[src/rtl/cam_udp_pkt_sched.sv]
// Packet scheduler from the camera FIFO to eth_udp: sizes and starts UDP packets,
// prepends an optional {frame, seq} header word and flushes partial packets on a quiet timeout.
module cam_udp_pkt_sched #(
  parameter int DATA_W    = 32,
  parameter int PKT_BYTES = 1280,
  parameter int USEDW_W   = 10,
  parameter int HDR_EN    = 1,
  parameter int BYTE_SWAP = 1,
  parameter int TIMEOUT   = 4096
) (
  input  logic               clk,
  input  logic               rst_n,
  input  logic               frame_start,
  input  logic [USEDW_W-1:0] fifo_usedw,
  input  logic               fifo_empty,
  input  logic [DATA_W-1:0]  fifo_q,
  output logic               fifo_rdreq,
  output logic               send_en,
  output logic [15:0]        send_data_num,
  input  logic               read_data_req,
  output logic [DATA_W-1:0]  send_data,
  input  logic               send_end,
  output logic [15:0]        frame_cnt,
  output logic [15:0]        pkt_seq,
  output logic               busy,
  output logic               underrun
);
  localparam int BPW   = DATA_W / 8;
  localparam int WPP   = PKT_BYTES / BPW;
  localparam int H     = (HDR_EN != 0) ? 1 : 0;
  localparam int TMR_W = $clog2(TIMEOUT + 1);

  typedef enum logic [2:0] {IDLE, START, HDR, PAY, WAIT_END} state_t;
  typedef enum logic [1:0] {SEL_HOLD, SEL_HDR, SEL_FIFO, SEL_ZERO} sel_t;

  state_t             state_q, state_d;
  sel_t               sel_q, sel_d;
  logic [TMR_W-1:0]   timer_q, timer_d;
  logic [15:0]        left_q, left_d;
  logic [15:0]        num_q, num_d;
  logic [15:0]        frame_q, frame_d;
  logic [15:0]        seq_q, seq_d;
  logic               pend_q, pend_d;
  logic               ur_q, ur_d;
  logic [DATA_W-1:0]  last_q, last_d;
  logic [DATA_W-1:0]  pay_word;
  logic [15:0]        n_sel;
  logic               usedw_nz, usedw_full, timeout_hit, pay_req;

  assign usedw_nz    = |fifo_usedw;
  assign usedw_full  = (32'(fifo_usedw) >= 32'(WPP));
  assign timeout_hit = (timer_q == TMR_W'(TIMEOUT - 1));
  assign n_sel       = usedw_full ? 16'(WPP) : 16'(fifo_usedw);

  generate
    if (BYTE_SWAP != 0) begin : g_swap
      for (genvar gi = 0; gi < BPW; gi++) begin : g_byte
        assign pay_word[8*gi +: 8] = fifo_q[DATA_W-8-8*gi +: 8];
      end
    end else begin : g_pass
      assign pay_word = fifo_q;
    end
  endgenerate

  always_ff @(posedge clk or negedge rst_n) begin
    if (!rst_n) begin
      state_q <= IDLE;
    end else begin
      state_q <= state_d;
    end
  end

  always_comb begin
    state_d = state_q;
    case (state_q)
      IDLE:     if (usedw_full || (usedw_nz && timeout_hit)) state_d = START;
      START:    state_d = (H == 1) ? HDR : PAY;
      HDR:      if (read_data_req) state_d = PAY;
      PAY:      if (read_data_req && left_q == 16'd1) state_d = WAIT_END;
      WAIT_END: if (send_end) state_d = IDLE;
      default:  state_d = IDLE;
    endcase
  end

  always_comb begin
    send_en    = (state_q == START);
    busy       = (state_q != IDLE);
    pay_req    = (state_q == PAY) && read_data_req && (left_q != 16'd0);
    fifo_rdreq = pay_req && !fifo_empty;
  end

  // Word select is registered so it lines up with the FIFO's one-cycle read latency.
  always_comb begin
    case (sel_q)
      SEL_HDR:  send_data = DATA_W'({frame_q, seq_q});
      SEL_FIFO: send_data = pay_word;
      SEL_ZERO: send_data = '0;
      default:  send_data = last_q;
    endcase
  end

  always_comb begin
    timer_d = (state_q == IDLE && state_d == IDLE && usedw_nz && !frame_start)
              ? timer_q + TMR_W'(1) : '0;
    left_d  = left_q;
    num_d   = num_q;
    frame_d = frame_q;
    seq_d   = seq_q;
    pend_d  = pend_q;
    ur_d    = ur_q;
    sel_d   = SEL_HOLD;
    last_d  = send_data;

    if (state_q == IDLE && state_d == START) begin
      left_d = n_sel;
      num_d  = 16'((32'(n_sel) + H) * BPW);
    end

    if (state_q == HDR && read_data_req) sel_d = SEL_HDR;

    // An underrun read still consumes a word slot so the announced length stays exact.
    if (pay_req) begin
      left_d = left_q - 16'd1;
      if (fifo_empty) begin
        sel_d = SEL_ZERO;
        ur_d  = 1'b1;
      end else begin
        sel_d = SEL_FIFO;
      end
    end

    if (state_q == IDLE) begin
      if (frame_start) begin
        frame_d = frame_q + 16'd1;
        seq_d   = 16'd0;
      end
    end else if (state_q == WAIT_END && send_end) begin
      if (pend_q || frame_start) begin
        frame_d = frame_q + 16'd1;
        seq_d   = 16'd0;
      end else begin
        seq_d   = seq_q + 16'd1;
      end
      pend_d = 1'b0;
    end else if (frame_start) begin
      pend_d = 1'b1;
    end
  end

  always_ff @(posedge clk or negedge rst_n) begin
    if (!rst_n) begin
      sel_q   <= SEL_HOLD;
      timer_q <= '0;
      left_q  <= '0;
      num_q   <= '0;
      frame_q <= '0;
      seq_q   <= '0;
      pend_q  <= 1'b0;
      ur_q    <= 1'b0;
      last_q  <= '0;
    end else begin
      sel_q   <= sel_d;
      timer_q <= timer_d;
      left_q  <= left_d;
      num_q   <= num_d;
      frame_q <= frame_d;
      seq_q   <= seq_d;
      pend_q  <= pend_d;
      ur_q    <= ur_d;
      last_q  <= last_d;
    end
  end

  assign send_data_num = num_q;
  assign frame_cnt     = frame_q;
  assign pkt_seq       = seq_q;
  assign underrun      = ur_q;

endmodule

[config.mk]
export PLATFORM = sky130hd
export DESIGN_NAME = cam_udp_pkt_sched
export DESIGN_NICKNAME = d
export VERILOG_FILES = /design/src/rtl/cam_udp_pkt_sched.sv
export SDC_FILE = /design/constraint.sdc
export NUM_CORES = 1
export LEC_CHECK = 0
export ABC_CLOCK_PERIOD_IN_PS = 4600
export CAP_MARGIN = 30
export CORE_MARGIN = 2
export CORE_UTILIZATION = 40
export CTS_BUF_LIST = sky130_fd_sc_hd__clkbuf_4 sky130_fd_sc_hd__clkbuf_8
export DETAILED_ROUTE_END_ITERATION = 10
export PLACE_DENSITY = 0.67
export SYNTH_ARGS = -nofsm -noshare
export SYNTH_HDL_FRONTEND = slang
export SYNTH_SLANG_ARGS = --single-unit
[constraint.sdc]
create_clock -name clk -period 4.6 [get_ports clk]
set_input_delay 0.46 -clock clk [delete_from_list [all_inputs] [get_ports clk]]
set_output_delay 0.46 -clock clk [all_outputs]
set_load 0.02 [all_outputs]
==> results of run 1 <==
## logic make-up after synthesis
group | Yosys count | synth area share
compound gates | 95 | 0.1054
xor+xnor | 42 | 0.06752
simple gates | 227 | 0.2005
buf+inv | 37 | 0.03514
fa+ha+maj | 7 | 0.01608
flops | 111 | 0.5099
mux | 35 | 0.06477
other cells | 1 | 0.0006884
## Yosys cell counts (all sizes together), types with 8 or more instances
cell	instances	share of area
xnor2	22	0.035
nor2	52	0.036
nand2	77	0.053
nor3	8	0.0073
inv	8	0.0055
buf	10	0.017
a31oi	8	0.0092
a21oi	11	0.010
dfrtp	111	0.51
mux2i	33	0.061
clkbuf	19	0.013
nand3	31	0.028
o21ai	55	0.051
xor2	20	0.032
nand4	10	0.011
and3	9	0.010
## routing by layer
metal | share of wire | global-route usage
met1 | 0.46 | 0.2447
met2 | 0.47 | 0.3100
met3 | 0.049 | 0.03396
met4 | 0.015 | 0.06759
met5 | 0 | 0
## power breakdown
| group | internal (mW) | total, mW | switching (mW) |
|---|---|---|---|
| combinational | 0.371 | 0.848 | 0.477 |
| clock | 0.369 | 0.717 | 0.348 |
| sequential | 1.12 | 1.21 | 0.0957 |
## path summary, 6_finish.rpt
| check | from | endpoint | slack (ns) | depth (start not counted) |
|---|---|---|---|---|
| min in group clk | underrun | underrun | 0.48 | 1 |
| min | rst_n | last_q[5] | 0.15 | 1 |
| min reg2reg | underrun | underrun | 0.48 | 1 |
| max | left_q[6] | fifo_rdreq | 1.22 | 6 |
| max in group asynchronous | rst_n | last_q[16] | 3.30 | 2 |
| max reg2reg | left_q[6] | left_q[8] | 1.96 | 8 |
## registers in the layout, indices dropped and copies added, names as in the netlist
name / cells
send_data_num: 11
pend_q: 1
sel_q: 2
pkt_seq: 16
frame_cnt: 16
state_q: 3
left_q: 16
underrun: 1
timer_q: 13
last_q: 32
## critical path, delay by kind of cell, from the launching register on
kind | cells | cell delay, ns
AO/OA/AOI/OAI | 1 | 0.17
flip-flops | 1 | 0.43
AND/OR/NAND/NOR | 3 | 1.11
buffers and inverters | 2 | 0.82
## cell type report
cell class                 instances  area share
inverter                           8    0.004235
clock buffer                       9     0.01747
multi-input combinational        411      0.3520
clock inverter                     7     0.01765
tap                              176     0.03106
sequential                       111      0.3919
timing repair buffer             132      0.1856
## metrics by stage
| step | instance area [sq um] | hold WS [ns] | power, mW |
|---|---|---|---|
| 3_3_place_gp | 6822 | 0.4544 | 2.052 |
| 2_1_floorplan | 5463 | 0.1644 | 1.735 |
| 6_report | 7091 | 0.1501 | 2.779 |
| 5_1_grt | 7091 | 0.1991 | 2.934 |
| 3_5_place_dp | 6822 | 0.4566 | 2.080 |
| 4_1_cts | 7071 | 0.1608 | 2.806 |
==> summary.txt, run 1 <==
Synth
  • Yosys reg bits: 111
  • Post-synth EDFFs: 0
  • Post-Syn Area per Cell: 9.816 sq um
  • YS warnings: 0
  • Synth cell types: 51
  • Sequential element share of the synthesized area: 0.5099
  • Share of flip-flops with an asynchronous set or reset: 1.000
  • Mapped cell area: 5448 sq um
  • Synth Instances: 555
  • Ys flop type: dfrtp_1

Setup path
  • Crit path launch type: flop
  • Setup crit end kind: output port
  • CP dominant cell by count: or4_4
  • Slowest cell delay on critical path: 0.59 ns
  • Critical Path RT: 4.14 ns
  • Crit path max fanout: 21
  • Crit-path slowest cell: or4_4
  • CP arrival: 2.92 ns
  • Worst path cell trace: or4_4 > or4_4 > o31ai_4 > buf_4 > nor2_1 > clkdlybuf4s50_1
  • Setup Crit Path Kind: flop to output port

Cells and area
  • # fillers: 1,202
  • Layout area overhead: 30.16%
  • Final core occ: 0.5333
  • Commonest non-fill, non-tap cell in the layout: clkdlybuf4s50_1
  • Nets@finish: 728
  • Most frequent cells in the layout: clkdlybuf4s50_1, dfrtp_1, nand2_1
  • Cell Count, Final, Fillers Out: 854
  • Multi-input logic area: 2496 sq um
  • Layout cells sized above 1: 0.06195
  • Diodes inserted: 0
  • Register area: 2779 sq um

Timing
  • Final worst-path cycle share: 0.7344
  • Fin worst setup slack: 1.222 ns
  • Unrepaired setup endpoints after global routing: false
  • Setup tns final: 0 ns
  • Count of final setup violators: 0
  • Worst-margin pin slew: 0.7900 ns
  • Highest Clock Rate: 0.2960 GHz
  • Rel. slew slack: 0.4733
  • Hold Violations, Final: 0
  • Max Transition Viols Final: 0
  • Layout Skew: 0.01396 ns
  • Crit path time final: 3.378 ns

Routing
  • 1st-iter DRT viols: 180
  • Via count: 4,511
  • Detailed Route WL: 13,160 um
  • Via/cell ratio: 5.282
  • WL/cell: 15.41 um
  • # DRC: 0
  • Post-route ant nets: 0
  • Drt pass-1 iters: 5

Die
  • Core footprint: 13,300 sq um
  • Die width: 120.7 um
  • Row Count: 42
  • Top Ports: 132
  • Die ar.: 14,570 sq um
  • Die Y: 120.7 um
  • Initial Utilization: 0.4097

Place
  • Post-DP HPWL: 9397 um
  • Port Buffer Count: 126
  • Dpl cells: 837
  • Pre-CTS setup slack: 1.648 ns
  • Routability Congestion: 0.9110

Global routing
  • Initial antenna violation count: 0
  • Overflow left after global routing: 0
  • First-pass GRT wire length: 21,850 um
  • Pin count of the biggest net entering global routing: 63
  • Vias in the first global route: 4,445
  • Total GRT Usage: 0.1867

Hold path
  • Min-Delay Path Class: input port to asynchronous set/reset pin

Clock tree
  • Setup bufs post-CTS: 0
  • H-tree levels: 3
  • Clk_lat worst skew: 0.39 ns
  • Resize count post-CTS: 0
  • CTS tree: yes
  • Clock sinks: 111
  • Clock buffer depth: 2
  • Num CTS Buffers: 9
  • CTS clk-pin slew, worst paths: 0.10 ns
  • CTS root buf: clkbuf_8
  • Cts hold-fix bufs: 0

Power
  • Static leakage: 2.941 nW
  • Maximum vdd drop: 0.1539 mV
  • Power per cell area: 391.9 nW/um^2

Outcome
  • Status: complete, no violations

Flow run
  • Max-cap violation count: 0
Note: power is estimated with default switching activity, not from simulation.
==> inputs of run 2 (changes only) <==
--- a/config.mk
+++ b/config.mk
@@ -5,7 +5,7 @@
 export SDC_FILE = /design/constraint.sdc
 export NUM_CORES = 1
 export LEC_CHECK = 0
-export ABC_CLOCK_PERIOD_IN_PS = 4600
+export ABC_CLOCK_PERIOD_IN_PS = 3400
 export CAP_MARGIN = 30
 export CORE_MARGIN = 2
 export CORE_UTILIZATION = 40
==> constraint.sdc (replaced) <==
create_clock -name clk -period 3.4 [get_ports clk]
set_input_delay 0.34 -clock clk [delete_from_list [all_inputs] [get_ports clk]]
set_output_delay 0.34 -clock clk [all_outputs]
set_load 0.02 [all_outputs]
==> run 2 against run 1 <==
  * Sequential cell count unchanged
  * Sequential share of layout area increased by 0.34 points
  * Core utilization down 0.46 points
  * Non-clock buffer count grew 3
  * Total power rose by 25%
  * Highest routed layer unchanged
==> summary.txt, run 2 (same netlist as run 1, synthesis figures left out) <==
Clock tree
  • CTS root buf: clkbuf_8 (unchanged)
  • Resize count post-CTS: 0 (unchanged)
  • H-tree levels: 3 (unchanged)
  • Clock buffer depth: 2 (unchanged)
  • Clk_lat worst skew: 0.38 ns (was 0.39 ns)
  • CTS clk-pin slew, worst paths: 0.10 ns (about the same)
  • CTS tree: yes (unchanged)
  • Num CTS Buffers: 9 (unchanged)
  • Clock sinks: 111 (unchanged)

Place
  • Routability Congestion: 0.9181 (was 0.9110)
  • Placed instance area: 6837 sq um (was 6822 sq um)
  • Post-DP HPWL: 9498 um (was 9397 um)
  • Port Buffer Count: 126 (unchanged)

Setup path
  • Slowest cell delay on critical path: 0.81 ns (was 0.59 ns)
  • CP arrival: 2.70 ns (was 2.92 ns)
  • Setup crit end kind: output port (unchanged)
  • Worst path cell trace: buf_4 > mux2i_1 > o21ai_0 > clkdlybuf4s50_1 (was or4_4 > or4_4 > o31ai_4 > buf_4 > nor2_1 > clkdlybuf4s50_1)
  • Crit path max fanout: 21 (unchanged)
  • Crit path launch type: flop (unchanged)
  • Crit-path leading delay family: buffers and inverters (was simple AND/OR/NAND/NOR gates)
  • Crit-path slowest cell: dfrtp_2 (was or4_4)
  • Critical Path RT: 3.06 ns (was 4.14 ns)
  • Setup Crit Path Kind: flop to output port (unchanged)
  • Worst Path Buf+Inv: 2 (unchanged)

Global routing
  • Total GRT Usage: 0.1842 (was 0.1867)
  • First-pass GRT wire length: 21,540 um (was 21,850 um)
  • Pin count of the biggest net entering global routing: 78 (was 63)
  • Initial antenna violation count: 0 (unchanged)
  • Vias in the first global route: 4,414 (was 4,445)
  • Overflow left after global routing: 0 (unchanged)

Timing
  • Highest Clock Rate: 0.3292 GHz
  • Unrepaired setup endpoints after global routing: false (unchanged)
  • Max Transition Viols Final: 0 (unchanged)
  • Layout Skew: 0.01486 ns (was 0.01396 ns)
  • Crit path time final: 3.038 ns
  • Count of final setup violators: 0 (unchanged)
  • Rel. slew slack: 0.5580 (was 0.4733)
  • Setup tns final: 0 ns (unchanged)
  • Worst-margin pin slew: 0.6629 ns (was 0.7900 ns)
  • Final worst-path cycle share: 0.8935
  • Hold Violations, Final: 0 (unchanged)

Cells and area
  • # fillers: 1,210 (was 1,202)
  • Diodes inserted: 0 (unchanged)
  • Nets@finish: 731 (was 728)
  • Largest register FFs: 32 (unchanged)
  • Most frequent cells in the layout: clkdlybuf4s50_1, dfrtp_1, nand2_1 (unchanged)
  • Commonest non-fill, non-tap cell in the layout: clkdlybuf4s50_1 (unchanged)
  • Top reg by flops: last_q (unchanged)
  • Fin area: 7029 sq um (was 7091 sq um)
  • Multi-input logic area: 2496 sq um (unchanged)
  • Register area: 2779 sq um (unchanged)
  • Layout area overhead: 29.03% (was 30.16%)
  • Layout cells sized above 1: 0.06186 (was 0.06195)

Power
  • Maximum vdd drop: 0.2807 mV (was 0.1539 mV)
  • Power per cell area: 495.3 nW/um^2 (was 391.9 nW/um^2)
  • Static leakage: 2.920 nW (was 2.941 nW)

Routing
  • Via count: 4,527 (was 4,511)
  • Via/cell ratio: 5.295 (was 5.282)
  • # DRC: 0 (unchanged)
  • Detailed Route WL: 13,040 um (was 13,160 um)
  • Post-route ant nets: 0 (unchanged)
  • WL/cell: 15.25 um (was 15.41 um)
  • Drt pass-1 iters: 4 (was 5)
  • 1st-iter DRT viols: 249 (was 180)

Die
  • Initial Utilization: 0.4097 (unchanged)
  • Die ar.: 14,570 sq um (unchanged)
  • Die Y: 120.7 um (unchanged)
  • Die width: 120.7 um (unchanged)
  • Top Ports: 132 (unchanged)
  • Core footprint: 13,300 sq um (unchanged)
  • Row Count: 42 (unchanged)

Flow run
  • Max-cap violation count: 0 (unchanged)

Outcome
  • Status: complete, no violations (unchanged)

Hold path
  • Min-Delay Path Class: input port to asynchronous set/reset pin (unchanged)
[run 2: changes by cell type in the layout (fill, tap and decap cells not counted), sizes merged]
cell / previous run / this run
clkinv: 0 / 3
dlygate4sd3: 0 / 1
bufinv: 3 / 0
buf: 7 / 9
inv: 12 / 9
clkbuf: 9 / 10
[run 2: what timing repair did]
| item | in CTS | in global routing |
|---|---|---|
| hold buffers | 0 | 1 |
| setup buffers | 0 | 0 |
| hold endpoints to repair | 0 | 4 |
[run 2: stage by stage]
step / std cells / power (mW) / hold WS, ns / worst slack, ns / utilization
after floorplan: 559 / 2.347 / 0.04441 / 1.073 / -
after global placement: 839 / 2.780 / 0.4577 / 0.7621 / 0.5142
after detailed placement: 839 / 2.823 / 0.4575 / 0.6873 / 0.5142
after CTS: 853 / 3.521 / 0.1223 / 0.3204 / 0.5259
after global routing: 855 / 3.692 / 0.2892 / 0.2557 / 0.5287
final: 855 / 3.481 / 0.3114 / 0.3620 / 0.5287
[run 2: area by class of cell]
| cell class | count | area share |
|---|---|---|
| repair buffers | 135 | 0.1919 |
| clock buffers | 10 | 0.01869 |
| well taps | 176 | 0.03133 |
| multi-input cells | 411 | 0.3551 |
| flip-flops and latches | 111 | 0.3953 |
| inverters | 8 | 0.004272 |
| clock inverters | 4 | 0.003382 |
[run 2: layer usage]
metal  global-route usage  share of wire
met5                    0              0
met4              0.04433          0.012
met1               0.2467           0.46
met2               0.2977           0.47
met3              0.05047          0.064
[run 2: worst paths after layout]
path / startpoint / endpoint / slack (ns) / depth (start not counted)
worst max-delay path: sel_q[0] / send_data[22] / 0.36 / 4
worst min-delay path: rst_n / last_q[5] / 0.31 / 2
worst max register to register: left_q[6] / left_q[8] / 0.68 / 8
worst min register to register: underrun / underrun / 0.47 / 1
max in group asynchronous: rst_n / last_q[22] / 2.14 / 4
min in group clk: underrun / underrun / 0.47 / 1
[run 2: where the power goes]
| group | internal, mW | switching [mW] |
|---|---|---|
| combinational | 0.501 | 0.620 |
| sequential | 1.51 | 0.159 |
| clock | 0.266 | 0.424 |
| total | 2.28 | 1.20 |
==> inputs of run 3 (changes only) <==
--- a/config.mk
+++ b/config.mk
@@ -12,6 +12,8 @@
 export CTS_BUF_LIST = sky130_fd_sc_hd__clkbuf_4 sky130_fd_sc_hd__clkbuf_8
 export DETAILED_ROUTE_END_ITERATION = 10
 export PLACE_DENSITY = 0.67
+export RECOVER_POWER = 100
+export SETUP_SLACK_MARGIN = 0.2
 export SYNTH_ARGS = -nofsm -noshare
 export SYNTH_HDL_FRONTEND = slang
 export SYNTH_SLANG_ARGS = --single-unit
==> run 3 against run 2 <==
  * The flow now finishes with violations (capacitance limit, slew limit)
  * Maximum frequency fell by 2.4%
  * Via count fell by 0.80%
  * Sequential cell count did not move
  * Sequential share of layout area rose by 0.36 points
  * Cell area fell by 0.91%
  * Clock power fell by 0.6%
  * Routed wire length fell by 0.60%
  * Total power fell by 2.2%
  * Sequential power barely moved
  * Core utilization fell by 0.48 points
==> summary.txt, run 3 (same netlist as run 1, synthesis figures left out) <==
Outcome
  • Status: finished with violations (was complete, no violations)
  • Failing checks: capacitance limit, slew limit

Clock tree
  • CTS clk-pin slew, worst paths: 0.10 ns (about the same)
  • CTS tree: yes (unchanged)
  • H-tree levels: 3 (unchanged)
  • CTS root buf: clkbuf_8 (unchanged)
  • Clock sinks: 111 (unchanged)
  • Clk_lat worst skew: 0.38 ns (about the same)
  • Num CTS Buffers: 9 (unchanged)
  • Clock buffer depth: 2 (unchanged)

Place
  • Port Buffer Count: 126 (unchanged)
  • Pre-CTS setup slack: 0.6873 ns (unchanged)
  • Routability Congestion: 0.9181 (unchanged)
  • Post-DP HPWL: 9498 um (unchanged)

Routing
  • 1st-iter DRT viols: 221 (was 249)
  • Detailed Route WL: 12,960 um (was 13,040 um)
  • Via/cell ratio: 5.253 (was 5.295)
  • WL/cell: 15.16 um (was 15.25 um)
  • Drt pass-1 iters: 4 (unchanged)
  • Post-route ant nets: 0 (unchanged)
  • # DRC: 0 (unchanged)
  • Via count: 4,491 (was 4,527)

Cells and area
  • Layout area overhead: 27.86% (was 29.03%)
  • Top reg by flops: last_q (unchanged)
  • Largest register FFs: 32 (unchanged)
  • Diodes inserted: 0 (unchanged)
  • Layout cells sized above 1: 0.04713 (was 0.06186)
  • Nets@finish: 731 (unchanged)
  • Most frequent cells in the layout: dfrtp_1, dlygate4sd3_1, nand2_1 (was clkdlybuf4s50_1, dfrtp_1, nand2_1)
  • Commonest non-fill, non-tap cell in the layout: dfrtp_1 (was clkdlybuf4s50_1)

Setup path
  • Setup Crit Path Kind: flop to output port (unchanged)
  • Worst setup path start: left_q[6] (was sel_q[0])
  • Flop2flop setup slack: 0.44 ns (was 0.68 ns)
  • Critical Path RT: 3.06 ns (about the same)
  • Crit path launch type: flop (unchanged)
  • Setup crit end kind: output port (unchanged)
  • CP arrival: 2.77 ns (was 2.70 ns)
  • Crit path max fanout: 6 (was 21)
  • Start of the worst register-to-register path: left_q[6] (unchanged)

Timing
  • Max Transition Viols Final: 74 (was 0)
  • Hold Violations, Final: 0 (unchanged)
  • Final worst-path cycle share: 0.9160 (was 0.8935)
  • Crit path time final: 3.114 ns (was 3.038 ns)
  • Unrepaired setup endpoints after global routing: false (unchanged)
  • Layout Skew: 0.01510 ns (was 0.01486 ns)
  • Fin worst setup slack: 0.2857 ns (was 0.3620 ns)
  • Worst-margin pin slew: 1.753 ns (was 0.6629 ns)
  • Setup tns final: 0 ns (unchanged)
  • Count of final setup violators: 0 (unchanged)
  • Highest Clock Rate: 0.3211 GHz (was 0.3292 GHz)
  • Rel. slew slack: -0.1690 (was 0.5580)

Power
  • Pwr Total: 3.404 mW (was 3.481 mW)
  • Power per cell area: 488.8 nW/um^2 (was 495.3 nW/um^2)
  • Static leakage: 3.075 nW (was 2.920 nW)
  • Maximum vdd drop: 0.2595 mV (was 0.2807 mV)

Global routing
  • Initial antenna violation count: 0 (unchanged)
  • Pin count of the biggest net entering global routing: 78 (unchanged)
  • Total GRT Usage: 0.1842 (unchanged)
  • Vias in the first global route: 4,414 (unchanged)
  • Overflow left after global routing: 0 (unchanged)
  • First-pass GRT wire length: 21,540 um (unchanged)

Die
  • Die ar.: 14,570 sq um (unchanged)
  • Die Y: 120.7 um (unchanged)
  • Row Count: 42 (unchanged)
  • Top Ports: 132 (unchanged)
  • Die width: 120.7 um (unchanged)
  • Core footprint: 13,300 sq um (unchanged)
  • Initial Utilization: 0.4097 (unchanged)

Flow run
  • Max-cap violation count: 1 (was 0)

Hold path
  • Min-Delay Path Class: input port to asynchronous set/reset pin (unchanged)
[run 3: power by group]
group	internal [mW]	switching, mW	total, mW
sequential	1.51	0.153	1.67
combinational	0.442	0.611	1.05
clock	0.266	0.420	0.686
total	2.22	1.18	3.40
[run 3: worst max-delay path: stages, from the launching register on]
cell and delay (ns):
dfrtp_1 0.43, or4_1 0.64, or4_1 0.51, o31ai_4 0.23, nor2_1 0.06, clkdlybuf4s50_1 0.53
[run 3: path summary, 6_finish.rpt]
kind | endpoint | depth (start not counted)
worst max-delay path | fifo_rdreq | 5
worst min-delay path | last_q[5] | 2
worst max register to register | left_q[8] | 8
worst min register to register | underrun | 1
max in group asynchronous | last_q[22] | 4
min in group clk | underrun | 1
[run 3: metal layers]
metal	part of all wire	vias to the layer above	GRT usage	wire length, um
met5	0	-	0	0
met4	0.0072	0	0.04433	93
met3	0.061	8	0.05047	789
met2	0.47	144	0.2977	6139
met1	0.46	2175	0.2467	5935
li1	-	2164	-	-
[run 3: layout make-up]
type / instances / area, sq um
Inverter: 8 / 30.03
Sequential cell: 111 / 2779
Multi-Input combinational cell: 411 / 2469
Fill cell: 1221 / 6330
Clock buffer: 10 / 131.4
Tap cell: 176 / 220.2
Timing Repair Buffer: 135 / 1313
Clock inverter: 4 / 23.77
[run 3: what timing repair did]
item	CTS	global route
buffers inserted	0	0
resized for setup	0	0
hold buffers	0	1
hold endpoints to repair	0	4
[run 3: metrics by stage]
step                        util  std cells  instance area [sq um]  hold slack, ns
after CTS                 0.5259        853                   6992          0.1223
final                     0.5239        855                   6965          0.3355
after global routing      0.5239        855                   6965          0.3284
after floorplan                -        559                   5463         0.04441
after global placement    0.5142        839                   6837          0.4577
after detailed placement  0.5142        839                   6837          0.4575
